File: config.mk
export PLATFORM = sky130hd
export DESIGN_NAME = ex_div_flat
export DESIGN_NICKNAME = d
export VERILOG_FILES = /design/src/rtl/ex_div_if.sv /design/src/rtl/ex_div.sv /design/src/flat_wrapper.sv
export SDC_FILE = /design/constraint.sdc
export NUM_CORES = 1
export LEC_CHECK = 0
export BUFFER_PORTS_ARGS = -buffer_cell sky130_fd_sc_hd__buf_4
export CAP_MARGIN = 20
export CORE_MARGIN = 3
export CORE_UTILIZATION = 45
export DETAILED_ROUTE_END_ITERATION = 8
export GPL_ROUTABILITY_DRIVEN = 0
export GPL_TIMING_DRIVEN = 0
export HOLD_SLACK_MARGIN = 0.08
export PLACE_DENSITY = 0.71
export SLEW_MARGIN = 30
export SYNTH_ARGS = -nofsm -noshare
export SYNTH_HDL_FRONTEND = slang
export SYNTH_SLANG_ARGS = --single-unit
File: constraint.sdc
create_clock -name clk -period 15.7 [get_ports clk]
set_input_delay 3.925 -clock clk [delete_from_list [all_inputs] [get_ports clk]]
set_output_delay 3.925 -clock clk [all_outputs]
set_load 0.02 [all_outputs]
File: src/rtl/ex_div_if.sv
// Operand, control and writeback signals between id_ex/ctrl and the ex_div divider.
// Signal suffixes are named from the divider's point of view.
interface ex_div_if #(
    parameter int XLEN = 32
);
    logic [XLEN-1:0] op1_i;
    logic [XLEN-1:0] op2_i;
    logic [31:0]     inst_i;
    logic [31:0]     inst_addr_i;
    logic            reg_wen_i;
    logic [4:0]      rd_addr_i;
    logic            flush_i;
    logic            hold_req_o;
    logic            busy_o;
    logic [XLEN-1:0] result_o;
    logic            result_valid_o;
    logic            reg_wen_o;
    logic [4:0]      rd_addr_o;

    modport master (
        output op1_i, op2_i, inst_i, inst_addr_i, reg_wen_i, rd_addr_i, flush_i,
        input  hold_req_o, busy_o, result_o, result_valid_o, reg_wen_o, rd_addr_o
    );

    modport slave (
        input  op1_i, op2_i, inst_i, inst_addr_i, reg_wen_i, rd_addr_i, flush_i,
        output hold_req_o, busy_o, result_o, result_valid_o, reg_wen_o, rd_addr_o
    );
endinterface

File: src/rtl/ex_div.sv
// RV32M DIV/DIVU/REM/REMU execute unit: radix-2 restoring divider, one quotient bit per cycle.
// Define DIV_EARLY_OUT_EN to finish in one cycle whenever |dividend| < |divisor|.
module ex_div #(
    parameter int XLEN  = 32,
    parameter int CNT_W = 6
) (
    input  logic    clk,
    input  logic    rst,
    ex_div_if.slave divIf
);
    localparam logic [6:0]       OPCODE_OP     = 7'b0110011;
    localparam logic [6:0]       FUNCT7_MULDIV = 7'b0000001;
    localparam logic [CNT_W-1:0] LAST_ITER     = CNT_W'(XLEN - 1);
    localparam logic [XLEN-1:0]  INT_MIN       = {1'b1, {(XLEN-1){1'b0}}};

    typedef enum logic [1:0] {
        IDLE,
        CALC,
        DONE
    } state_t;

    state_t           state_q;
    logic             remSel_q;
    logic             qSign_q;
    logic             rSign_q;
    logic             regWen_q;
    logic [4:0]       rdAddr_q;
    logic [XLEN-1:0]  divisor_q;
    logic [XLEN-1:0]  quot_q;
    logic [XLEN-1:0]  rem_q;
    logic [CNT_W-1:0] cnt_q;
    logic [XLEN-1:0]  result_q;
    logic             resultValid_q;
    logic             regWenOut_q;

    logic [XLEN-1:0]  op1;
    logic [XLEN-1:0]  op2;
    logic [31:0]      inst;
    logic             isDivInst;
    logic             opRem;
    logic             opUnsigned;
    logic             start;
    logic [XLEN-1:0]  mag1;
    logic [XLEN-1:0]  mag2;
    logic             divZero;
    logic             overflow;
    logic             earlyOut;
    logic             fastPath;
    logic [XLEN-1:0]  fastResult;
    logic [XLEN:0]    shifted;
    logic [XLEN:0]    trial;
    logic [XLEN-1:0]  rem_d;
    logic [XLEN-1:0]  quot_d;
    logic [XLEN-1:0]  calcResult;
    logic             unusedBits;

    assign op1  = divIf.op1_i;
    assign op2  = divIf.op2_i;
    assign inst = divIf.inst_i;

    // funct3 bit 1 selects remainder, bit 0 selects unsigned
    assign isDivInst  = (inst[6:0] == OPCODE_OP) && (inst[31:25] == FUNCT7_MULDIV) && inst[14];
    assign opRem      = inst[13];
    assign opUnsigned = inst[12];
    assign start      = (state_q == IDLE) && isDivInst && !divIf.flush_i;

    assign unusedBits = ^{divIf.inst_addr_i, inst[24:15], inst[11:7]};

    assign mag1 = (!opUnsigned && op1[XLEN-1]) ? (~op1 + 1'b1) : op1;
    assign mag2 = (!opUnsigned && op2[XLEN-1]) ? (~op2 + 1'b1) : op2;

    assign divZero  = (op2 == '0);
    assign overflow = !opUnsigned && (op1 == INT_MIN) && (op2 == '1);
`ifdef DIV_EARLY_OUT_EN
    assign earlyOut = !divZero && (mag1 < mag2);
`else
    assign earlyOut = 1'b0;
`endif
    assign fastPath = divZero || overflow || earlyOut;

    // Every fast-path case already knows its final, sign-correct answer at start
    always_comb begin
        fastResult = '0;
        if (divZero) begin
            fastResult = opRem ? op1 : '1;
        end else if (overflow) begin
            fastResult = opRem ? '0 : INT_MIN;
        end else begin
            fastResult = opRem ? op1 : '0;
        end
    end

    // One restoring step; the final step's result is sign-corrected on the way into DONE
    always_comb begin
        shifted = {rem_q, quot_q[XLEN-1]};
        trial   = shifted - {1'b0, divisor_q};
        rem_d   = shifted[XLEN-1:0];
        quot_d  = {quot_q[XLEN-2:0], 1'b0};
        if (!trial[XLEN]) begin
            rem_d     = trial[XLEN-1:0];
            quot_d[0] = 1'b1;
        end
        if (remSel_q) begin
            calcResult = rSign_q ? (~rem_d + 1'b1) : rem_d;
        end else begin
            calcResult = qSign_q ? (~quot_d + 1'b1) : quot_d;
        end
    end

    always_ff @(posedge clk) begin
        if (rst) begin
            state_q       <= IDLE;
            remSel_q      <= 1'b0;
            qSign_q       <= 1'b0;
            rSign_q       <= 1'b0;
            regWen_q      <= 1'b0;
            rdAddr_q      <= '0;
            divisor_q     <= '0;
            quot_q        <= '0;
            rem_q         <= '0;
            cnt_q         <= '0;
            result_q      <= '0;
            resultValid_q <= 1'b0;
            regWenOut_q   <= 1'b0;
        end else begin
            case (state_q)
                IDLE: begin
                    resultValid_q <= 1'b0;
                    regWenOut_q   <= 1'b0;
                    if (start) begin
                        remSel_q  <= opRem;
                        regWen_q  <= divIf.reg_wen_i;
                        rdAddr_q  <= divIf.rd_addr_i;
                        qSign_q   <= !opRem && !opUnsigned && (op1[XLEN-1] ^ op2[XLEN-1]);
                        rSign_q   <= opRem && !opUnsigned && op1[XLEN-1];
                        quot_q    <= mag1;
                        divisor_q <= mag2;
                        rem_q     <= '0;
                        cnt_q     <= '0;
                        if (fastPath) begin
                            result_q      <= fastResult;
                            resultValid_q <= 1'b1;
                            regWenOut_q   <= divIf.reg_wen_i;
                            state_q       <= DONE;
                        end else begin
                            state_q <= CALC;
                        end
                    end
                end
                CALC: begin
                    if (divIf.flush_i) begin
                        state_q <= IDLE;
                    end else begin
                        rem_q  <= rem_d;
                        quot_q <= quot_d;
                        cnt_q  <= cnt_q + CNT_W'(1);
                        if (cnt_q == LAST_ITER) begin
                            result_q      <= calcResult;
                            resultValid_q <= 1'b1;
                            regWenOut_q   <= regWen_q;
                            state_q       <= DONE;
                        end
                    end
                end
                DONE: begin
                    resultValid_q <= 1'b0;
                    regWenOut_q   <= 1'b0;
                    state_q       <= IDLE;
                end
                default: begin
                    state_q <= IDLE;
                end
            endcase
        end
    end

    // hold must rise in the start cycle itself so ctrl freezes the upstream stages in time
    assign divIf.hold_req_o     = start || (state_q == CALC);
    assign divIf.busy_o         = (state_q != IDLE);
    assign divIf.result_o       = result_q;
    assign divIf.result_valid_o = resultValid_q && !divIf.flush_i;
    assign divIf.reg_wen_o      = regWenOut_q && !divIf.flush_i;
    assign divIf.rd_addr_o      = rdAddr_q;
endmodule

File: src/flat_wrapper.sv
// flat-port wrapper written by rule: the top's interface ports become plain ports
module ex_div_flat 
#(
    parameter int XLEN  = 32,
    parameter int CNT_W = 6
)
  (clk, rst, divIf_op1_i, divIf_op2_i, divIf_inst_i, divIf_inst_addr_i, divIf_reg_wen_i, divIf_rd_addr_i, divIf_flush_i, divIf_hold_req_o, divIf_busy_o, divIf_result_o, divIf_result_valid_o, divIf_reg_wen_o, divIf_rd_addr_o);
  ex_div_if #(.XLEN(XLEN)) divIf_i ();
  input  logic clk;
  input  logic rst;
  input wire logic [$bits(divIf_i.op1_i)-1:0] divIf_op1_i;
  input wire logic [$bits(divIf_i.op2_i)-1:0] divIf_op2_i;
  input wire logic [$bits(divIf_i.inst_i)-1:0] divIf_inst_i;
  input wire logic [$bits(divIf_i.inst_addr_i)-1:0] divIf_inst_addr_i;
  input wire logic [$bits(divIf_i.reg_wen_i)-1:0] divIf_reg_wen_i;
  input wire logic [$bits(divIf_i.rd_addr_i)-1:0] divIf_rd_addr_i;
  input wire logic [$bits(divIf_i.flush_i)-1:0] divIf_flush_i;
  output wire logic [$bits(divIf_i.hold_req_o)-1:0] divIf_hold_req_o;
  output wire logic [$bits(divIf_i.busy_o)-1:0] divIf_busy_o;
  output wire logic [$bits(divIf_i.result_o)-1:0] divIf_result_o;
  output wire logic [$bits(divIf_i.result_valid_o)-1:0] divIf_result_valid_o;
  output wire logic [$bits(divIf_i.reg_wen_o)-1:0] divIf_reg_wen_o;
  output wire logic [$bits(divIf_i.rd_addr_o)-1:0] divIf_rd_addr_o;
  assign divIf_i.op1_i = divIf_op1_i;
  assign divIf_i.op2_i = divIf_op2_i;
  assign divIf_i.inst_i = divIf_inst_i;
  assign divIf_i.inst_addr_i = divIf_inst_addr_i;
  assign divIf_i.reg_wen_i = divIf_reg_wen_i;
  assign divIf_i.rd_addr_i = divIf_rd_addr_i;
  assign divIf_i.flush_i = divIf_flush_i;
  assign divIf_hold_req_o = divIf_i.hold_req_o;
  assign divIf_busy_o = divIf_i.busy_o;
  assign divIf_result_o = divIf_i.result_o;
  assign divIf_result_valid_o = divIf_i.result_valid_o;
  assign divIf_reg_wen_o = divIf_i.reg_wen_o;
  assign divIf_rd_addr_o = divIf_i.rd_addr_o;
  ex_div #(.XLEN(XLEN), .CNT_W(CNT_W)) u_core (.clk(clk), .rst(rst), .divIf(divIf_i));
endmodule
==> summary.md <==
| Metric | Value |
|---|---|
| Worst path buffer plus inverter count | 4 |
| Slew @ Worst Pin | roughly 1.1 ns |
| Drt wl/cell | 21.63 um |
| Vias in the first global route | ~12000 |
| Drc violations | 5 |
| Dpl cells | 2066 |
| Wirelength, routed | 45.38 mm |
| Commonest cells post-synth | 182 x nor2_1, 170 x a21oi_1, 147 x dfxtp_1 |
| Final setup violation count | 0 |
| Yosys top cell by area | dfxtp_1 |
| Slew Viols, Final | 0 |
| Synthesized area per cell | ~7.3 sq um |
| Global-route wire length before repair | about 70 mm |
| Hold Vio Cnt, Final | 0 |
| Fillers | 2461 |
| Max FO, Critical Path | 10 |
| N_diodes | 0 |
| GR Util met3 | 0.06833 |
| Ys Warns | 0 |
| RSZ-0062 raised after global routing | no |
| TNS Setup | 0 ns |
| Hold Path Class | flop to flop |
| Worst reg2reg path startpoint | u_core.rem_q[8] |
| Req. time, crit path | about 12 ns |
| # IOs | 178 |
| Clk Latency, worst-skew pair | approximately 0.45 ns |
| Post-Syn Instances | 1608 |
| Top FF cell, synth | dfxtp_1 |
| Sequential element share of the synthesized area | 0.2494 |
| Layout Nets | 1934 |
| Die Footprint | 0.02820 sq mm |
| Hold_buf cts | 0 |
| CTS root buf | clkbuf_16 |
| Max clock buf depth | 2 |
| Hold path start | u_core.divisor_q[0] |
| WS Path Type | input pin to primary output |
| Count of cell types in the netlist | 91 |
| Chip width | 167.9 um |
| Min Tclk post-route | around 9.8 ns |
| Initial Utilization | 0.4632 |
| Clk pin slew, worst setup/hold paths | approximately 0.070 ns |
| Outcome | finished with violations |
| Share of post-route cells with drive strength above 1 | 0.1205 |
| Failing checks | design-rule violations |
| Max-cap violations | 0 |
| CTS tree | built |
| CTS Buf Count | 17 |
| CP endpoint kind | primary output |
| Post-synthesis register bit count | 147 |
| IO buf count | 128 |
| EDFF count, synth | 0 |
| Area of placed instances | 0.01317 sq mm |
| Power Density | 75.19 mW/mm^2 |
| DP Wirelength | 35.47 mm |
| Fmax | 101.8 MHz |
| Crit path max-delay family | buffers and inverters |
| Final period util | 0.6259 |
| Post-route ant nets | 0 |
| Crit-path cells | buf_4, nor4bb_1, nand3_1, or3_1, clkbuf_1, clkbuf_1, nand2_1, buf_4 |
| Post-CTS Setup Repair Bufs | 0 |
| Largest net degree at the start of global routing | 17 |
| Netlist Area Pre-Place | about 0.012 sq mm |
| Yosys top cell area share | 0.2494 |
| CP Launch Type | input pin |
| Area grow syn2layout | 16.48% |
| Core area | 0.02547 sq mm |
| Initial drt markers | around 1800 |
| Synth area leaders | dfxtp_1 25%, a21oi_1 7.2%, nor2_1 5.8%, xnor2_1 5.1%, xor2_1 5.0% |
| Peak supply drop | 0.00009312 V |
| Met2 Track Usage GR | 0.4576 |
| Most Crowded Layer GR | met2 |
| Total congestion overflow | 0 |
| Clk sinks | 147 |
| Post-cts sizing count | 0 |
| DR vias | 13520 |
| Crit-path max cell delay | 0.42 ns |
| Relative slew slack | 0.2760 |
| Met1 GRT Util | 0.4340 |
| Slowest library cell on the worst path | clkbuf_1 |
| Static leakage | ~0.0053 uW |
| Clk_skew | around 0.012 ns |
| Syn Nets | 1787 |
| Final Power | around 1000 uW |
| Via density | 6.446 |
| Post-synthesis async set-or-reset flop share | 0 |
| Final instance area | 0.01374 sq mm |
| Number of core rows | 58 |
| Initial antenna violation count | 0 |
| H-Tree Depth | 4 |
| GRT Total Usage | 0.3086 |
| Layout Cells excl Fill | 2098 |
| TritonRoute pass-1 iters | 9 |
| Setup crit start | divIf_flush_i |
| Top-count cell post-synth | nor2_1 |
| Worst EP arrival | ~5.9 ns |
| DIE HEIGHT | around 170 um |
==> registers in the layout, summed over array words and instances, names as in the netlist <==
name and cells:
u_core.divIf.result_o 32, u_core.divisor_q 32, u_core.quot_q 32, u_core.rem_q 32, u_core.cnt_q 6, u_core.divIf.rd_addr_o 5
u_core.state_q 2, u_core.qSign_q 1, u_core.rSign_q 1, u_core.regWenOut_q 1, u_core.regWen_q 1, u_core.remSel_q 1
u_core.resultValid_q 1
==> layer usage <==
layer / wire (um) / up-vias
li1: - / 6198
met1: 18900 / 6209
met2: 18900 / 949
met3: 5407 / 167
met4: 2176 / 0
met5: 0 / -
==> power breakdown <==
part           internal, uW  total [uW]  switching [uW]
clock                   221         404             184
sequential              386         394            8.65
combinational          79.5         235             155
total                   686        1030             347
==> worst paths after layout <==
kind	endpoint	slack [ns]	cells past startpoint
worst max-delay path	divIf_hold_req_o	5.87	8
worst max register to register	u_core.divIf.result_o[30]	8.48	20
worst min-delay path	u_core.divisor_q[0]	0.46	2
worst min register to register	u_core.divisor_q[0]	0.46	2
==> final cells by class <==
cell class | count | area (sq um) | area share
sequential | 147 | 2943 | 0.2141
clock buffer | 19 | 432.9 | 0.03150
buffer | 94 | 384.1 | 0.02795
tap | 330 | 412.9 | 0.03004
clock inverter | 13 | 128.9 | 0.009377
inverter | 67 | 251.5 | 0.01830
multi-input combinational | 1300 | 8229 | 0.5988
timing repair buffer | 128 | 960.9 | 0.06992
==> worst register-to-register path: stages (launching register included) <==
cell	delay [ns]
dfxtp_1	0.36
ha_1	0.42
a21oi_1	0.38
and4b_1	0.27
a211oi_2	0.27
o21ai_2	0.16
a311oi_4	0.67
nor2_1	0.23
inv_1	0.26
buf_2	0.31
buf_2	0.33
nor2_1	0.08
a21oi_1	0.31
ha_1	0.34
or4b_1	0.47
nor4_1	0.83
a41o_1	0.38
o2111ai_1	0.25
o31ai_1	0.32
xor2_1	0.33
o21ai_1	0.12
==> logic make-up after synthesis <==
logic type	count (synthesis)	share of synthesized area
AOI/OAI and AO/OA	512	0.2822
xor gates and xnor gates	136	0.1010
adders and majority gates	42	0.04517
buffers and inverters	161	0.05387
DFF	147	0.2494
muxes	35	0.03054
and+or+nand+nor	575	0.2379
==> cells in the final DEF, fill, tap and decap left out, types with 41 or more instances in the layout <==
cell type,instances
a211oi_1,41
a21oi_1,169
buf_4,130
clkbuf_1,75
dfxtp_1,147
ha_1,41
inv_1,63
nand2_1,143
nor2_1,182
nor3_1,51
o21ai_0,86
xnor2_1,69
xor2_1,67
==> stage by stage <==
stage                     setup WS (ns)    util  hold slack (ns)
final                             5.873  0.5395           0.4578
after global routing              5.692  0.5395           0.4784
after floorplan                   6.466       -           0.4319
after CTS                         5.927  0.5392           0.4585
after global placement            5.912  0.5171           0.4401
after detailed placement          5.934  0.5171           0.4503
Power figures use the tool's default switching activity.
